**config.mk**
```make
export PLATFORM = sky130hd
export DESIGN_NAME = if_stage_flat
export DESIGN_NICKNAME = d
export VERILOG_FILES = /design/src/rtl/if_stage_if.sv /design/src/rtl/if_stage.sv /design/src/flat_wrapper.sv
export SDC_FILE = /design/constraint.sdc
export NUM_CORES = 1
export LEC_CHECK = 0
export BUFFER_PORTS_ARGS = -buffer_cell sky130_fd_sc_hd__buf_2
export CELL_PAD_IN_SITES_DETAIL_PLACEMENT = 1
export CELL_PAD_IN_SITES_GLOBAL_PLACEMENT = 1
export CORE_MARGIN = 10
export CORE_UTILIZATION = 30
export CTS_BUF_LIST = sky130_fd_sc_hd__clkbuf_4 sky130_fd_sc_hd__clkbuf_8 sky130_fd_sc_hd__clkbuf_16
export CTS_CLUSTER_DIAMETER = 80
export DETAILED_ROUTE_END_ITERATION = 16
export PLACE_DENSITY = 0.64
export SYNTH_ARGS = -nofsm -noshare
export SYNTH_HDL_FRONTEND = slang
export SYNTH_SLANG_ARGS = --single-unit
```
**constraint.sdc**
```tcl
create_clock -name clk -period 2.4 [get_ports clk]
set_clock_uncertainty 0.2 [all_clocks]
set_input_delay 0.24 -clock clk [delete_from_list [all_inputs] [get_ports clk]]
set_output_delay 0.24 -clock clk [all_outputs]
set_load 0.03 [all_outputs]
```
**src/rtl/if_stage_if.sv**
```systemverilog
// rtl/if_stage_if.sv - single-outstanding request/grant/response instruction bus
interface if_stage_if;
  logic        inst_req_o;
  logic [31:0] inst_addr_o;
  logic        inst_gnt_i;
  logic        inst_rvalid_i;
  logic [31:0] inst_rdata_i;

  modport master (
    output inst_req_o,
    output inst_addr_o,
    input  inst_gnt_i,
    input  inst_rvalid_i,
    input  inst_rdata_i
  );

  modport slave (
    input  inst_req_o,
    input  inst_addr_o,
    output inst_gnt_i,
    output inst_rvalid_i,
    output inst_rdata_i
  );
endinterface

```
**src/rtl/if_stage.sv**
```systemverilog
// rtl/if_stage.sv - instruction fetch stage with IF/ID pipeline register
// One fetch in flight; a one-entry buffer absorbs a response that arrives while ID stalls.
module if_stage #(
  parameter logic [31:0] RESET_PC = 32'h0000_0000,
  parameter logic [31:0] NOP_INST = 32'h0000_0000
) (
  input  logic        clk,
  input  logic        rst,
  input  logic        stall_i,
  input  logic        flush_i,
  input  logic [31:0] redirect_pc_i,
  if_stage_if.master  bus,
  output logic [31:0] pc_o,
  output logic [31:0] inst_o,
  output logic        inst_valid_o
);

  typedef enum logic [2:0] {IDLE, REQ, WAIT, HOLD, DROP} state_t;

  state_t      state, state_n;
  logic [31:0] pc, pc_n;
  logic [31:0] fetch_pc, fetch_pc_n;
  logic [31:0] buf_pc, buf_inst;
  logic        buf_load;
  logic        deliver;
  logic [31:0] dlv_pc, dlv_inst;

  assign bus.inst_req_o  = (state == REQ);
  assign bus.inst_addr_o = pc;

  always_comb begin
    state_n    = state;
    pc_n       = pc;
    fetch_pc_n = fetch_pc;
    buf_load   = 1'b0;
    deliver    = 1'b0;
    dlv_pc     = fetch_pc;
    dlv_inst   = bus.inst_rdata_i;
    if (flush_i) begin
      pc_n = redirect_pc_i & 32'hFFFF_FFFC;
      // A granted or still-pending fetch must have its response swallowed in DROP.
      case (state)
        REQ:       state_n = bus.inst_gnt_i ? DROP : REQ;
        WAIT,
        DROP:      state_n = bus.inst_rvalid_i ? REQ : DROP;
        default:   state_n = REQ;
      endcase
    end else begin
      case (state)
        IDLE: state_n = REQ;
        REQ: begin
          if (bus.inst_gnt_i) begin
            state_n    = WAIT;
            fetch_pc_n = pc;
          end
        end
        WAIT: begin
          if (bus.inst_rvalid_i) begin
            pc_n = fetch_pc + 32'd4;
            if (stall_i) begin
              buf_load = 1'b1;
              state_n  = HOLD;
            end else begin
              deliver = 1'b1;
              state_n = REQ;
            end
          end
        end
        HOLD: begin
          if (!stall_i) begin
            deliver  = 1'b1;
            dlv_pc   = buf_pc;
            dlv_inst = buf_inst;
            state_n  = REQ;
          end
        end
        DROP: begin
          if (bus.inst_rvalid_i) state_n = REQ;
        end
        default: state_n = IDLE;
      endcase
    end
  end

  always_ff @(posedge clk or negedge rst) begin
    if (!rst) begin
      state    <= IDLE;
      pc       <= RESET_PC;
      fetch_pc <= RESET_PC;
      buf_pc   <= 32'h0;
      buf_inst <= NOP_INST;
    end else begin
      state    <= state_n;
      pc       <= pc_n;
      fetch_pc <= fetch_pc_n;
      if (flush_i) begin
        buf_pc   <= 32'h0;
        buf_inst <= NOP_INST;
      end else if (buf_load) begin
        buf_pc   <= fetch_pc;
        buf_inst <= bus.inst_rdata_i;
      end
    end
  end

  // Bubbles keep the last pc_o so ID always sees a plausible PC.
  always_ff @(posedge clk or negedge rst) begin
    if (!rst) begin
      pc_o         <= 32'h0;
      inst_o       <= NOP_INST;
      inst_valid_o <= 1'b0;
    end else if (flush_i) begin
      inst_o       <= NOP_INST;
      inst_valid_o <= 1'b0;
    end else if (!stall_i) begin
      if (deliver) begin
        pc_o         <= dlv_pc;
        inst_o       <= dlv_inst;
        inst_valid_o <= 1'b1;
      end else begin
        inst_o       <= NOP_INST;
        inst_valid_o <= 1'b0;
      end
    end
  end

endmodule

```
**src/flat_wrapper.sv**
```systemverilog
// flat-port wrapper written by rule: the top's interface ports become plain ports
module if_stage_flat 
#(
  parameter logic [31:0] RESET_PC = 32'h0000_0000,
  parameter logic [31:0] NOP_INST = 32'h0000_0000
)
  (clk, rst, stall_i, flush_i, redirect_pc_i, pc_o, inst_o, inst_valid_o, bus_inst_req_o, bus_inst_addr_o, bus_inst_gnt_i, bus_inst_rvalid_i, bus_inst_rdata_i);
  if_stage_if bus_i ();
  input  logic clk;
  input  logic rst;
  input  logic stall_i;
  input  logic flush_i;
  input  logic [31:0] redirect_pc_i;
  output logic [31:0] pc_o;
  output logic [31:0] inst_o;
  output logic inst_valid_o;
  output wire logic [$bits(bus_i.inst_req_o)-1:0] bus_inst_req_o;
  output wire logic [$bits(bus_i.inst_addr_o)-1:0] bus_inst_addr_o;
  input wire logic [$bits(bus_i.inst_gnt_i)-1:0] bus_inst_gnt_i;
  input wire logic [$bits(bus_i.inst_rvalid_i)-1:0] bus_inst_rvalid_i;
  input wire logic [$bits(bus_i.inst_rdata_i)-1:0] bus_inst_rdata_i;
  assign bus_inst_req_o = bus_i.inst_req_o;
  assign bus_inst_addr_o = bus_i.inst_addr_o;
  assign bus_i.inst_gnt_i = bus_inst_gnt_i;
  assign bus_i.inst_rvalid_i = bus_inst_rvalid_i;
  assign bus_i.inst_rdata_i = bus_inst_rdata_i;
  if_stage #(.RESET_PC(RESET_PC), .NOP_INST(NOP_INST)) u_core (.clk(clk), .rst(rst), .stall_i(stall_i), .flush_i(flush_i), .redirect_pc_i(redirect_pc_i), .bus(bus_i), .pc_o(pc_o), .inst_o(inst_o), .inst_valid_o(inst_valid_o));
endmodule
```
**Yosys cells after proc, flatten, opt, wreduce, memory -nomap -nowiden**

Cells that the tools add are included.

- Add/sub/neg operators: 1
- Eq/ne operators: 9
- Multiplexer cells: 33
- Bitwise operators: 2
- Reductions and logical operators: 9

Operator list:

| cell | count |
|---|---|
| $mux W32 | 12 |
| $add A32 B3 Y32 const B | 1 |
| $mux W3 | 7 |
| $pmux W3 S5 | 1 |
| $mux W1 | 10 |
| $ne A3 B3 Y1 const B | 3 |
| $eq A3 B2 Y1 const B | 2 |
| $pmux W3 S2 | 1 |
| $reduce_and A3 Y1 | 2 |
| $reduce_bool A2 Y1 | 3 |
| $reduce_and A4 Y1 | 1 |
| $eq A3 B1 Y1 const B | 1 |
| $eq A3 B3 Y1 const B | 1 |
| $logic_not A3 Y1 | 1 |
| $ne A3 B2 Y1 const B | 1 |
| $mux W2 | 1 |
| $ne A2 B1 Y1 const B | 1 |
| $not A1 Y1 | 2 |
| $pmux W1 S2 | 1 |
| $reduce_and A2 Y1 | 1 |
| $reduce_or A2 Y1 | 1 |

- Register bits after elaboration: 196
- Input bits: 70
- Output and inout bits: 98
- Word-level logic and storage cells: 62

**Depth between registers and ports, before layout**

- Depth after elaboration: 7
- Mapped depth: 8
- Mapped depth without buffers: 6

**Worst setup path after synthesis**

Ideal clock, no wire load.

- Path kind: register to register
- From: register u_core.fetch_pc[2]
- To: register u_core.pc[18] (netlist: u_core.bus.inst_addr_o[18])
- Setup time: 0.131 ns
- Arrival time: 1.862 ns
- Required time: 2.069 ns
- Path slack: 0.207 ns
- Stages on the path, launching flop included: 8
- Path buffers: 1
- Period minus slack after synthesis: 2.193 ns
- Cell sequence: dfrtp_1 > ha_1 > nand2_1 > or4_4 > buf_6 > o31a_1 > nor3_2 > o31ai_2

- Word-level cells in the longest chain between the ends: 4

RTL lines:

| what | line | text |
|---|---|---|
| start: declaration | if_stage.sv:22 | `logic [31:0] fetch_pc, fetch_pc_n;` |
| start signal: assignment | if_stage.sv:95 | `fetch_pc <= fetch_pc_n;` |
| $add A32 B3 Y32 | if_stage.sv:59 | `pc_n = fetch_pc + 32'd4;` |
| $mux W32 | if_stage.sv:58 | `if (bus.inst_rvalid_i) begin` |
| $mux W32 | if_stage.sv:49 | `case (state)` |
| $mux W32 | if_stage.sv:39 | `if (flush_i) begin` |
| end signal: assignment | if_stage.sv:94 | `pc <= pc_n;` |
| end: declaration | if_stage.sv:21 | `logic [31:0] pc, pc_n;` |

No other way between the ends. The select of a mux whose other input is x is not followed.
A chain may end at the register's enable or synchronous reset.

**Final worst setup path**

Same ends and word-level chain as after synthesis.

==> reports/metrics.yaml <==
status: "completed"
synth-seq-cells: 196
wl_per_cell_microns: 19.0
grt-ovfl-total: 0
postSynth.asyncResetShare_pct: 100
setup_tns_ns: 0
period_share_pct: 96.0
clock_latency_ns: 0.44
avgSynthCellArea_sq_um: 11.2
first_iter_violations: 206
n_antenna_cell: 0
synth-main-ff-cell: "dfrtp_1"
place.gp.congestion: 0.752
yosys.area.top_type: "dfrtp_1"
max_freq_ghz: 0.434
ys.warnings.count: 0
drtAntennaViolNets: 0
grt_pass1_vias: 7317
wl_mm: 26.5
netlist_top_cells_area: "dfrtp_1 (57%), mux2i_1 (7.6%), a22o_1 (6.3%)"
cp_cell_sequence: "ha_1 > nand2_1 > or4_4 > o31a_1 > nor3_2 > o31ai_2"
hold_class: "in2reg"
cpPeakStageDelay_ns: 0.67
ff2ff_setup_slack_ns: 0.1
antenna_found_initial: 0
hold_ws_ns: 0.0701
fin_nets: 1066
intPower_uw: 6750
place.port_buffers: 165
hold-path-cell-count: 4
drt-pass1-iter-count: 4
die_area_sq_um: 36000
drive_gt1_share_pct: 27.7
cp_num_buf_inv: 0
synth_seq_area_share_pct: 56.7
synthCells: 770
setup_viol: 0
syn_area_sq_um: 8650
drv_slew: 0
cp.depth: 6
tightest_slew_ns: 0.553
final-seq-area_sq_um: 4900
clockPowerShare_pct: 27.4
sequentialPowerShare_pct: 42.3
placementRows: 62
synth.most_common_cell: "dfrtp_1"
grt_pass1_wl_mm: 42.9
critPathKind: "reg2reg"
n_fill_cell: 3194
vias: 6718
p_sw_share_pct: 36.4
synthesis.nets: 841
die_x_microns: 190
ios: 168
synth_edf_count: 0
combPwrFrac_pct: 30.3
ir_drop_v: 0.000460
cp_slowest_cell: "or4_4"
routed_via_density: 4.83
cp.required_ns: 2.51
synthDistinctLibCells: 48
p_switching_uw: 3860
yosysTopAreaCellShare_pct: 56.7
coreArea_sq_um: 28500
cp.arrival_ns: 2.41
final_hold_viol_count: 0
drc: 0
cp_max_fo: 6
cts.htree.levels: 4
rsz0062_at_grt: "no"
post_cts_buffers: 0
area_delta_synth_final_pct: 31.7
reg2regPathDepth: 6
cts_buffers: 17
cp-start-kind: "flop"
grt_use_total_pct: 14.9
cts_tree: "built"
powerDensity_nw_per_um2: 931
grt_max_degree: 98
period_minus_slack_ns: 2.30
hpwl_mm: 18.0
start_util_pct: 30.3
clk_pin_slew_ns: 0.07
cap_violations: 0
cts.sinks: 196
die_h_microns: 190
multi_input_area_sq_um: 3510
synthTopCellsByCount: "dfrtp_1 (196), nand2_1 (121), o21ai_0 (72), mux2i_1 (66), a22o_1 (62)"
cts_buffer_depth: 2
critPathCaptureType: "flop"
clockRootBuffer: "clkbuf_16"
slew_headroom_pct: 63.2
leakagePower_uw: 0.00568
path_delay_family: "simple AND/OR/NAND/NOR gates"
==> power by group through the flow <==
stage          combinational [uW]  clock [uW]  sequential, uW
2_1_floorplan                1500           0            4940
3_3_place_gp                 3120           0            4530
3_5_place_dp                 3170           0            4560
4_1_cts                      3280        3000            4500
5_1_grt                      3510        3150            4600
6_report                     3210        2900            4490
==> layout by cell type, fill, tap and decap left out, drive strengths merged, types with 10 or more instances in the layout <==
master	Yosys	layout
nand2	121	121
a22o	62	62
o221ai	12	12
mux2	29	29
nor2b	10	10
dlygate4sd3	0	67
xor2	12	12
nand3	13	13
mux2i	66	66
a21oi	22	22
buf	19	199
nor2	17	17
xnor2	14	14
dfrtp	196	196
o21ai	79	79
clkbuf	41	21
==> sequential cells by signal, indices dropped and copies added (netlist names) <==
signal and count:
u_core.buf_inst 32, u_core.bus.inst_addr_o 32, u_core.buf_pc 32, u_core.pc_o 32, u_core.inst_valid_o 1, u_core.fetch_pc 32, u_core.inst_o 32, u_core.state 3
==> tightest hold or removal path, cell delays in order <==
cell,delay (ns)
buf_2,0.10
nor2b_1,0.13
a21oi_1,0.14
a211oi_1,0.06
==> layer usage <==
metal	vias to the layer above	GRT usage [%]	share of wire [%]
met5	-	0	0
met4	0	4.06	1.0
met3	20	3.50	3.6
met2	120	23.4	46
met1	3391	20.2	49
li1	3187	-	-
==> metrics by stage <==
stage	instance area [sq um]	worst slack [ns]	util (%)	std cells	power, uW
2_1_floorplan	8650	0.207	-	770	6440
3_3_place_gp	10100	0.167	35.5	1293	7650
3_5_place_dp	10100	0.0778	35.5	1293	7730
4_1_cts	11400	0.0693	39.9	1391	10800
5_1_grt	11400	0.00280	39.9	1391	11300
6_report	11400	0.0955	39.9	1391	10600
==> cells by family after synthesis <==
logic type               after synthesis  share of synthesized area (%)
adder cells (fa/ha/maj)                1                          0.145
buffers and inverters                 65                           3.33
AND/OR/NAND/NOR                      198                           11.3
multiplexers                          95                           11.4
XOR/XNOR                              26                           2.63
flip-flops                           196                           56.7
AO/OA/AOI/OAI                        189                           14.5
==> worst paths after layout <==
check,from,to
worst max-delay path,u_core.fetch_pc[2],u_core.bus.inst_addr_o[18]
max in group asynchronous,rst,u_core.buf_pc[18]
worst max register to register,u_core.fetch_pc[2],u_core.bus.inst_addr_o[18]
min in group asynchronous,rst,u_core.inst_o[18]
worst min-delay path,bus_inst_gnt_i,u_core.state[1]
worst min register to register,u_core.inst_o[28],u_core.inst_o[28]
==> area by class of cell <==
cell class / count / share of cell area (%)
clock buffers: 20 / 4.04
multi-input cells: 509 / 30.8
flip-flops and latches: 196 / 43.0
inverters: 4 / 0.132
repair buffers: 267 / 16.6
well taps: 384 / 4.22
clock inverters: 11 / 1.12
==> what timing repair did <==
item | 4_1_cts | 5_1_grt
endpoints found under the hold margin | 150 | 0
resized for setup | 0 | 1
setup endpoints to repair | 0 | 1
hold buffers | 67 | 0
Power figures use the tool's default switching activity.
